===== config.mk =====
export PLATFORM = sky130hd
export DESIGN_NAME = trace_capture_buf
export DESIGN_NICKNAME = d
export VERILOG_FILES = /design/src/rtl/trace_capture_buf_pkg.sv /design/src/rtl/trace_capture_buf_fifo.sv /design/src/rtl/trace_capture_buf.sv
export SDC_FILE = /design/constraint.sdc
export NUM_CORES = 2
export LEC_CHECK = 0
export CORE_AREA = 2 2 569 571
export CTS_CLUSTER_SIZE = 14
export DETAILED_ROUTE_END_ITERATION = 10
export DIE_AREA = 0 0 571 573
export SLEW_MARGIN = 20
export SYNTH_ARGS = -nofsm -noshare
export SYNTH_HDL_FRONTEND = slang
export SYNTH_HIERARCHICAL = 1
export SYNTH_SLANG_ARGS = --single-unit

===== constraint.sdc =====
create_clock -name clk_ref -period 9.39 [get_ports clk_ref]
set_input_delay 2.3475 -clock clk_ref [delete_from_list [all_inputs] [get_ports clk_ref]]
set_output_delay 2.3475 -clock clk_ref [all_outputs]
set_load 0.02 [all_outputs]

===== src/rtl/trace_capture_buf_pkg.sv =====
// Shared constants for the trace capture buffer: word width, header layout and FSM state codes.
package trace_capture_buf_pkg;

    localparam int DW          = 16;
    localparam int HDR_OVF_BIT = 15;
    localparam int HDR_CNT_MSB = 8;

    typedef logic [2:0] state_t;

    localparam state_t ST_IDLE = 3'd0;
    localparam state_t ST_HDR  = 3'd1;
    localparam state_t ST_PREP = 3'd2;
    localparam state_t ST_SEND = 3'd3;
    localparam state_t ST_DONE = 3'd4;

    // Header word: overflow flag in the top bit, sample count in the low bits, zeros between.
    function automatic logic [DW-1:0] make_header(input logic ovf, input logic [HDR_CNT_MSB:0] cnt);
        logic [DW-1:0] h;
        h                 = '0;
        h[HDR_OVF_BIT]    = ovf;
        h[HDR_CNT_MSB:0]  = cnt;
        return h;
    endfunction

endpackage


===== src/rtl/trace_capture_buf_fifo.sv =====
// Synchronous 2^AW x DW sample FIFO with a registered read port; pop only advances the read pointer.
module trace_fifo #(
    parameter int DW = 16,
    parameter int AW = 8
) (
    input  logic          clk_ref,
    input  logic          rst_n_o,
    input  logic          wr_en_i,
    input  logic [DW-1:0] wr_data_i,
    input  logic          rd_en_i,
    input  logic          pop_i,
    output logic [DW-1:0] rd_data_o,
    output logic          full_o,
    output logic          empty_o,
    output logic [AW:0]   count_o
);
    localparam int            DEPTH    = 1 << AW;
    localparam logic [AW:0]   FULL_CNT = (AW+1)'(DEPTH);

    logic [DW-1:0] mem_q [DEPTH];
    logic [DW-1:0] rd_data_q;
    logic [AW-1:0] wr_ptr_q;
    logic [AW-1:0] rd_ptr_q;
    logic [AW:0]   count_q;
    logic          push;
    logic          pull;

    assign full_o    = (count_q == FULL_CNT);
    assign empty_o   = (count_q == '0);
    assign count_o   = count_q;
    assign rd_data_o = rd_data_q;
    assign push      = wr_en_i && !full_o;
    assign pull      = pop_i && !empty_o;

    always_ff @(posedge clk_ref) begin
        if (push) begin
            mem_q[wr_ptr_q] <= wr_data_i;
        end
    end

    always_ff @(posedge clk_ref) begin
        if (rd_en_i) begin
            rd_data_q <= mem_q[rd_ptr_q];
        end
    end

    always_ff @(posedge clk_ref or negedge rst_n_o) begin
        if (!rst_n_o) begin
            wr_ptr_q <= '0;
            rd_ptr_q <= '0;
            count_q  <= '0;
        end else begin
            if (push) wr_ptr_q <= wr_ptr_q + 1'b1;
            if (pull) rd_ptr_q <= rd_ptr_q + 1'b1;
            if (push && !pull) begin
                count_q <= count_q + 1'b1;
            end else if (pull && !push) begin
                count_q <= count_q - 1'b1;
            end
        end
    end

endmodule


===== src/rtl/trace_capture_buf.sv =====
// Trace capture buffer: stores DUT samples during a run and dumps them, header first,
// as paced single-cycle pulses toward the station return path.
module trace_capture_buf #(
    parameter int DW  = 16,
    parameter int AW  = 8,
    parameter int GAP = 4
) (
    input  logic          clk_ref,
    input  logic          rst_n_o,
    input  logic          run_verif_i,
    input  logic          capt_trce_i,
    input  logic [DW-1:0] dut_data_i,
    input  logic          ctrl_trace_i,
    input  logic          busy_i,
    output logic [DW-1:0] data_trace_o,
    output logic          dv_trace_o,
    output logic [AW:0]   fifo_count_o,
    output logic          overflow_o,
    output logic          dump_done_o
);
    import trace_capture_buf_pkg::*;

    localparam int            GW      = $clog2(GAP + 1);
    localparam logic [GW-1:0] GAP_LD  = GW'(GAP);
    localparam logic [AW:0]   ONE_CNT = (AW+1)'(1);

    state_t        state_q, state_d;
    logic          ctrl_q;
    logic [GW-1:0] gap_q, gap_d;
    logic [DW-1:0] hdr_q, hdr_d;
    logic [DW-1:0] data_q, data_d;
    logic          dv_q, dv_d;
    logic          done_q, done_d;
    logic          ovf_q, ovf_d;

    logic          capture_try;
    logic          rise;
    logic          issue_ok;
    logic          issue;
    logic          rd_en;
    logic          pop;
    logic [DW-1:0] fifo_rd_data;
    logic          fifo_full;
    logic          fifo_empty;
    logic [AW:0]   fifo_count;

    // The trace is frozen whenever a dump is in progress.
    assign capture_try = capt_trce_i && run_verif_i && (state_q == ST_IDLE);
    assign rise        = ctrl_trace_i && !ctrl_q;
    assign issue_ok    = !busy_i && (gap_q == '0);

    trace_fifo #(
        .DW (DW),
        .AW (AW)
    ) u_fifo (
        .clk_ref   (clk_ref),
        .rst_n_o   (rst_n_o),
        .wr_en_i   (capture_try),
        .wr_data_i (dut_data_i),
        .rd_en_i   (rd_en),
        .pop_i     (pop),
        .rd_data_o (fifo_rd_data),
        .full_o    (fifo_full),
        .empty_o   (fifo_empty),
        .count_o   (fifo_count)
    );

    always_comb begin
        state_d = state_q;
        hdr_d   = hdr_q;
        data_d  = data_q;
        dv_d    = 1'b0;
        done_d  = 1'b0;
        ovf_d   = ovf_q;
        rd_en   = 1'b0;
        pop     = 1'b0;
        issue   = 1'b0;

        if (capture_try && fifo_full) begin
            ovf_d = 1'b1;
        end

        // Dropping the select abandons the dump; unsent samples stay queued for the next one.
        if ((state_q != ST_IDLE) && !ctrl_trace_i) begin
            state_d = ST_IDLE;
        end else begin
            case (state_q)
                ST_IDLE: begin
                    if (rise) begin
                        hdr_d   = make_header(ovf_q, fifo_count[HDR_CNT_MSB:0]);
                        state_d = ST_HDR;
                    end
                end
                ST_HDR: begin
                    if (issue_ok) begin
                        data_d  = hdr_q;
                        dv_d    = 1'b1;
                        issue   = 1'b1;
                        state_d = (hdr_q[HDR_CNT_MSB:0] == '0) ? ST_DONE : ST_PREP;
                    end
                end
                ST_PREP: begin
                    if (fifo_empty) begin
                        state_d = ST_DONE;
                    end else begin
                        rd_en   = 1'b1;
                        state_d = ST_SEND;
                    end
                end
                ST_SEND: begin
                    if (issue_ok) begin
                        data_d  = fifo_rd_data;
                        dv_d    = 1'b1;
                        pop     = 1'b1;
                        issue   = 1'b1;
                        state_d = (fifo_count == ONE_CNT) ? ST_DONE : ST_PREP;
                    end
                end
                ST_DONE: begin
                    done_d  = 1'b1;
                    ovf_d   = 1'b0;
                    state_d = ST_IDLE;
                end
                default: state_d = ST_IDLE;
            endcase
        end

        // Gap runs down in every state so pacing survives an abort and restart.
        if (issue) begin
            gap_d = GAP_LD;
        end else if (gap_q != '0) begin
            gap_d = gap_q - 1'b1;
        end else begin
            gap_d = '0;
        end
    end

    always_ff @(posedge clk_ref or negedge rst_n_o) begin
        if (!rst_n_o) begin
            state_q <= ST_IDLE;
            ctrl_q  <= 1'b0;
            gap_q   <= '0;
            hdr_q   <= '0;
            data_q  <= '0;
            dv_q    <= 1'b0;
            done_q  <= 1'b0;
            ovf_q   <= 1'b0;
        end else begin
            state_q <= state_d;
            ctrl_q  <= ctrl_trace_i;
            gap_q   <= gap_d;
            hdr_q   <= hdr_d;
            data_q  <= data_d;
            dv_q    <= dv_d;
            done_q  <= done_d;
            ovf_q   <= ovf_d;
        end
    end

    assign data_trace_o = data_q;
    assign dv_trace_o   = dv_q;
    assign fifo_count_o = fifo_count;
    assign overflow_o   = ovf_q;
    assign dump_done_o  = done_q;

endmodule

Word-level counts from Yosys, hierarchy flattened
Memories as Yosys holds them, arrays and structs flattened. A register that Yosys moved wholly into a read port is not among the register bits.
Index checks and enable logic that the tools add are counted.

word-level totals
  register bits = 61
  RAM bits = 4,096
  input bits = 22
  output and inout bits = 28
  word-level logic and storage cells = 88
  memories kept = 1

memories
  memory        depth  width  read ports  clocked after Yosys merged registers in  write ports  RTL line                      source
  u_fifo.mem_q  256    16     1           1                                        1            trace_capture_buf_fifo.sv:20  logic [DW-1:0] mem_q [DEPTH];

cells by class
  add/subtract/negate cells = 5
  equality and inequality tests = 11
  mux-type cells = 30
  bitwise logic cells = 1
  reductions and logical operators = 29

operators by type and width
  kind                 number
  $mux 16              2
  $pmux 16 s2          1
  $mux 3               9
  $logic_not 9->1      2
  $mux 9               2
  $add 8x1->8 const B  2
  $mux 1               15
  $pmux 3 s4           1
  $logic_and 1x1->1    10
  $add 9x1->9 const B  1
  $eq 9x1->1 const B   1
  $eq 9x9->1 const B   1
  $sub 9x1->9 const B  1
  $logic_not 1->1      7
  $eq 3x2->1 const B   2
  $logic_not 3->1      2
  $ne 3x3->1 const B   2
  $reduce_and 3->1     2
  $reduce_bool 3->1    2
  $ne 2x2->1 const B   2
  $reduce_and 4->1     1
  $reduce_bool 2->1    2
  $eq 3x1->1 const B   1
  $eq 3x3->1 const B   1
  other kinds (4)      4

Depth between registers and ports, before layout
  word-level depth = 9
  mapped depth = 18
  mapped depth without buffers = 17

Hierarchy
The synthesis kept the hierarchy.

by module, submodules not included
  module             times used  cells an instance  area an instance (µm²)  sequential area each (µm²)
  trace_fifo         1           6,973              158,119.1               124,104.0
  trace_capture_buf  1           158                1,624.1                 900.9

Least setup slack after synthesis
Ideal clock, no wire load.

  kind = in2reg
  start point = in busy_i
  end point = reg u_fifo.count_q[8] (netlist: u_fifo/count_o[8])
  library setup time = 0.132 ns
  arrival time = 5.489 ns
  required time = 9.258 ns
  setup slack = 3.769 ns
  stages = 16
  path buffers = 1
  cells stage by stage = nand2b_1 > nor4b_4 > buf_6 > and2_1 > nor2b_1 > inv_1 > ha_1 > inv_1 > ha_1 > nor2b_1 > o21ai_0 > a21boi_0 > o21a_1 > o41a_1 > mux2i_1 > xnor2_1

between the ends
  longest elaborated chain between the ends = 9
  elaborated cells on any way between the ends = 11
  classes of those cells = 4 x mux; 7 x reduce/logical

RTL lines
  element                                      RTL line                      source
  start, declared                              trace_capture_buf.sv:14       input logic busy_i,
  $logic_not 1->1 *                            trace_capture_buf.sv:50       assign issue_ok = !busy_i && (gap_q == '0);
  $logic_and 1x1->1 *                          trace_capture_buf.sv:50
  $mux 1 *                                     trace_capture_buf.sv:111      if (issue_ok) begin
  $mux 1 *                                     trace_capture_buf.sv:87       case (state_q)
  $mux 1 *                                     trace_capture_buf.sv:84       if ((state_q != ST_IDLE) && !ctrl_trace_i) begin
  named net pop                                trace_capture_buf.sv:41       logic pop;
  $logic_and 1x1->1 *                          trace_capture_buf_fifo.sv:33  assign pull = pop_i && !empty_o;
  $logic_not 1->1                              trace_capture_buf_fifo.sv:55  if (push && !pull) begin
  $logic_and 1x1->1                            trace_capture_buf_fifo.sv:55
  $mux 9 or $reduce_bool 2->1 (tied branches)  --
  end signal, assigned                         trace_capture_buf_fifo.sv:56  count_q <= count_q + 1'b1;
  end signal, assigned                         trace_capture_buf_fifo.sv:58  count_q <= count_q - 1'b1;
  end, declared                                trace_capture_buf_fifo.sv:24  logic [AW:0] count_q;

The timed path passes the listed nets; every way through them passes the cells marked *.
A chain may end at the register's enable or synchronous reset.

Final worst setup path
  start point = in run_verif_i
  end point = mem u_fifo.mem_q[2][6] (enable)

between the ends
  longest elaborated chain between the ends = 5

RTL lines
  element                          RTL line                      source
  start, declared                  trace_capture_buf.sv:10       input logic run_verif_i,
  $logic_and 1x1->1 (2 in series)  trace_capture_buf.sv:48       assign capture_try = capt_trce_i && run_verif_i && (state_q == ST_IDLE);
  named net capture_try            trace_capture_buf.sv:36       logic capture_try;
  $logic_and 1x1->1                trace_capture_buf_fifo.sv:32  assign push = wr_en_i && !full_o;
  $mux 1                           trace_capture_buf_fifo.sv:36  if (push) begin
  $mux 1 (not written as such)     trace_capture_buf_fifo.sv:37  mem_q[wr_ptr_q] <= wr_data_i;
  end, declared                    trace_capture_buf_fifo.sv:20

The timed path passes the listed nets, and every way through them passes these cells.

==> impl_metrics.yaml <==
status:
  outcome: "finished, final reports clean"
synth:
  synthAdderAreaFrac_pct: 0.130
  ys_async_sr_fraction_pct: 1.46
  muxShareOfSynthArea_pct: 15.5
  synth-simple-area-share_pct: 1.68
  synth_area_mm2: 0.160
  ys_types: 64
  synthFlopType: "edfxtp_1"
  yosysSeqAreaShare_pct: 78.3
  yosysWarnings: 6
  syn_area_per_cell_um2: 22.4
  syn_nets: 7169
  synth_edf_count: 4112
  ys_seq_elements: 4173
  synth_compound_area_share_pct: 2.99
  synth_top_family_by_area: "multiplexers"
  synthXorXnorAreaFrac_pct: 0.110
  synth_cells: 7131
final_layout:
  area_growth_syn_to_layout_pct: 13.1
  layout.cells.non_filler: 12237
  drive_gt1_share_pct: 26.5
  num-fill-cells: 23476
  finalNetCount: 7601
critical_path:
  cpMostUsedCell: "buf_4"
  slowest_stage: "nor3b_1"
  worstPathMaxFanout: 10
  crit_family: "simple AND/OR/NAND/NOR gates"
  crit_required_ns: 10.04
  critPathArrivalTime_ns: 6.31
  worstSetupStartpointType: "primary input"
  slowest_delay_ns: 0.66
  end_kind: "register"
  worstPathCellList: "clkdlybuf4s50_1, and4_1, and2_1, nor3b_1, nand2_2, buf_4, nor2_1, buf_4"
  path_class: "primary input to register"
  path_buf_inv: 3
place:
  port-buffer-count: 49
  place_hpwl_mm: 252
  place_ws_ns: 2.70
  gp_congestion: 0.886
  dp_cells: 11446
detailed_routing:
  dr.pass1.iters: 6
  drt-vias-per-instance: 6.37
  drt-initial-drc-count: 10125
  vias: 77922
  routed_wl_mm: 424
  antenna_left: 0
  drc: 0
  avgRoutedWirePerCell_um: 34.6
clock_network:
  cts_setup_buffers: 0
  tritoncts: "yes"
  cts_sinks: 4173
  htree_levels: 5
  cts_hold_buf: 0
  clk_path_buf_depth: 4
  clk_pin_slew_ns: 0.06
  root_buffer: "clkbuf_16"
  cts_buffers: 417
  clkLatencyLatePin_ns: 0.97
  cts_resized: 0
global_route:
  grt_overflow_total: 0
  grt_start_max_net_pins: 176
  grt_pass1_vias: 76945
  grt_antenna_before_repair: 15
  grt_usage_pct: 25.8
  grt_pass1_wl_mm: 596
power:
  leakagePower_nw: 54.7
  cellPowerDensity_mw_per_mm2: 242
  ir_worst_vdd_uv: 211
sta:
  slew-limit-headroom_pct: 11.6
  rsz0062_at_grt: "false"
  tightest_slew_ns: 1.33
  min_period_over_period_pct: 60.3
  hold_viol: 0
  fin_crit_ns: 5.66
  finalMaxSlewViolations: 0
  fin_worst_skew_ns: 0.0533
  max_freq_ghz: 0.177
  timing.final.ws_setup_ns: 3.73
  setup-violations-final: 0
  tns_ns: 0
floorplanning:
  design.portCount: 50
  fp.dieH_um: 573
  fp.dieW_um: 571
  rows: 208
  initial_core_util_pct: 49.9
  die_area_mm2: 0.327
  core_mm2: 0.320
worst_hold_path:
  hold_path.class: "register to register"
flow_run:
  maxCapViolations: 0
final timing paths:
kind                               startpoint  slack (ns)  cells past startpoint                  end
hold reg to reg                      gap_q[0]        0.46                      1             gap_q[0]
setup reg to reg           u_fifo/rd_ptr_q[1]        3.92                      9  u_fifo/rd_data_o[1]
min in group asynchronous             rst_n_o        1.52                      1    u_fifo/count_o[4]
hold / removal                       gap_q[0]        0.46                      1             gap_q[0]
setup / recovery                  run_verif_i        3.73                      8   u_fifo/mem_q[2][6]
max in group asynchronous             rst_n_o        7.16                      1   u_fifo/rd_ptr_q[0]
Yosys cell counts, types with 10 or more instances:
cell type | count | area [um2]
a211o_1 | 12 | 105
a211oi_1 | 32 | 240
a21oi_1 | 67 | 335
a221oi_1 | 72 | 631
a22o_1 | 68 | 596
a22oi_1 | 174 | 1310
a31oi_1 | 21 | 131
and3_1 | 14 | 87.6
buf_1 | 26 | 97.6
buf_2 | 162 | 811
buf_4 | 40 | 300
buf_6 | 25 | 282
clkbuf_1 | 161 | 604
dfrtp_1 | 61 | 1530
edfxtp_1 | 4112 | 123000
ha_1 | 15 | 188
inv_1 | 19 | 71.3
mux2_2 | 25 | 282
mux2i_1 | 204 | 2040
mux4_2 | 994 | 22400
nand2_1 | 123 | 462
nand2b_1 | 17 | 106
nand3_1 | 74 | 370
nand4_1 | 16 | 100
nor2_1 | 306 | 1150
nor2b_1 | 17 | 106
o2111ai_1 | 13 | 114
o211ai_1 | 71 | 533
o21ai_0 | 77 | 385
o22ai_1 | 12 | 75.1
o31ai_1 | 10 | 75.1
xnor2_1 | 14 | 123
cell families after synthesis:
family,count (synthesis)
compound gates,656
xor+xnor,20
fa+ha+maj,16
buf+inv,436
flops,4173
mux,1223
simple gates,607
final cells by class:
cell class              instances  area [um2]  area share, %
repair buffers                429        3780           2.09
clock inverters               256        2430           1.34
clock buffers                 520       11100           6.16
multi-input cells            2522       32800           18.2
flip-flops and latches       4173      125000           69.2
well taps                    4305        5390           2.98
inverters                      20        75.1         0.0416
diodes                         12        30.0         0.0166
placed cells by master, fill, tap and decap left out, drive strengths merged, types with 14 or more instances in the layout:
cell           synthesis  routed
nor2                 306     306
o211ai                71      71
mux4                 994     994
xnor2                 14      14
o21ai                 77      77
dfrtp                 61      61
nand2                123     123
nand2b                17      17
a211oi                32      32
nand3                 74      74
nor2b                 17      17
clkinv                 0     199
ha                    15      15
clkbuf               163     520
buf                  253     397
a22o                  68      68
and3                  14      14
a221oi                72      72
nand4                 16      16
bufinv                 0      42
mux2                  25      25
edfxtp              4112    4112
clkdlybuf4s50          0      32
a22oi                174     174
a31oi                 21      21
a21oi                 67      67
inv                   20      29
mux2i                204     204
stage by stage:
stage / util [%] / instance area [um2] / total power, mW / hold slack (ns)
after floorplan: - / 160000 / 25.4 / 0.425
after global placement: 52.1 / 167000 / 27.6 / 0.441
after detailed placement: 52.1 / 167000 / 27.7 / 0.464
after CTS: 56.4 / 181000 / 44.0 / 0.472
after global routing: 56.4 / 181000 / 45.0 / 0.493
final: 56.4 / 181000 / 43.7 / 0.465
power breakdown:
part | total [mW] | internal (mW) | leakage, nW | switching, mW
clock network | 16.5 | 9.55 | 6.65 | 6.93
logic | 6.36 | 2.82 | 10.3 | 3.54
registers | 20.9 | 20.6 | 37.7 | 0.229
flip-flops by register name, indices dropped and copies added, names as in the netlist:
signal and cells:
hdr_q 10, u_fifo/rd_ptr_q 8, ctrl_q 1, u_fifo/count_o 9
dv_trace_o 1, gap_q 3, u_fifo/mem_q 4096, u_fifo/wr_ptr_q 8
data_trace_o 16, overflow_o 1, dump_done_o 1, u_fifo/rd_data_o 16
state_q 3
per-layer routing:
| metal | share of wire (%) | wire length [um] | vias up | GRT usage, % |
|---|---|---|---|---|
| met2 | 47 | 200000 | 3925 | 39.9 |
| li1 | - | - | 31243 | - |
| met3 | 8.7 | 37000 | 618 | 4.30 |
| met4 | 3.4 | 14500 | 4 | 8.04 |
| met1 | 41 | 172000 | 42132 | 37.9 |
| met5 | 0.0057 | 24 | - | 0 |
No activity file was read; power rests on OpenSTA's default activity.
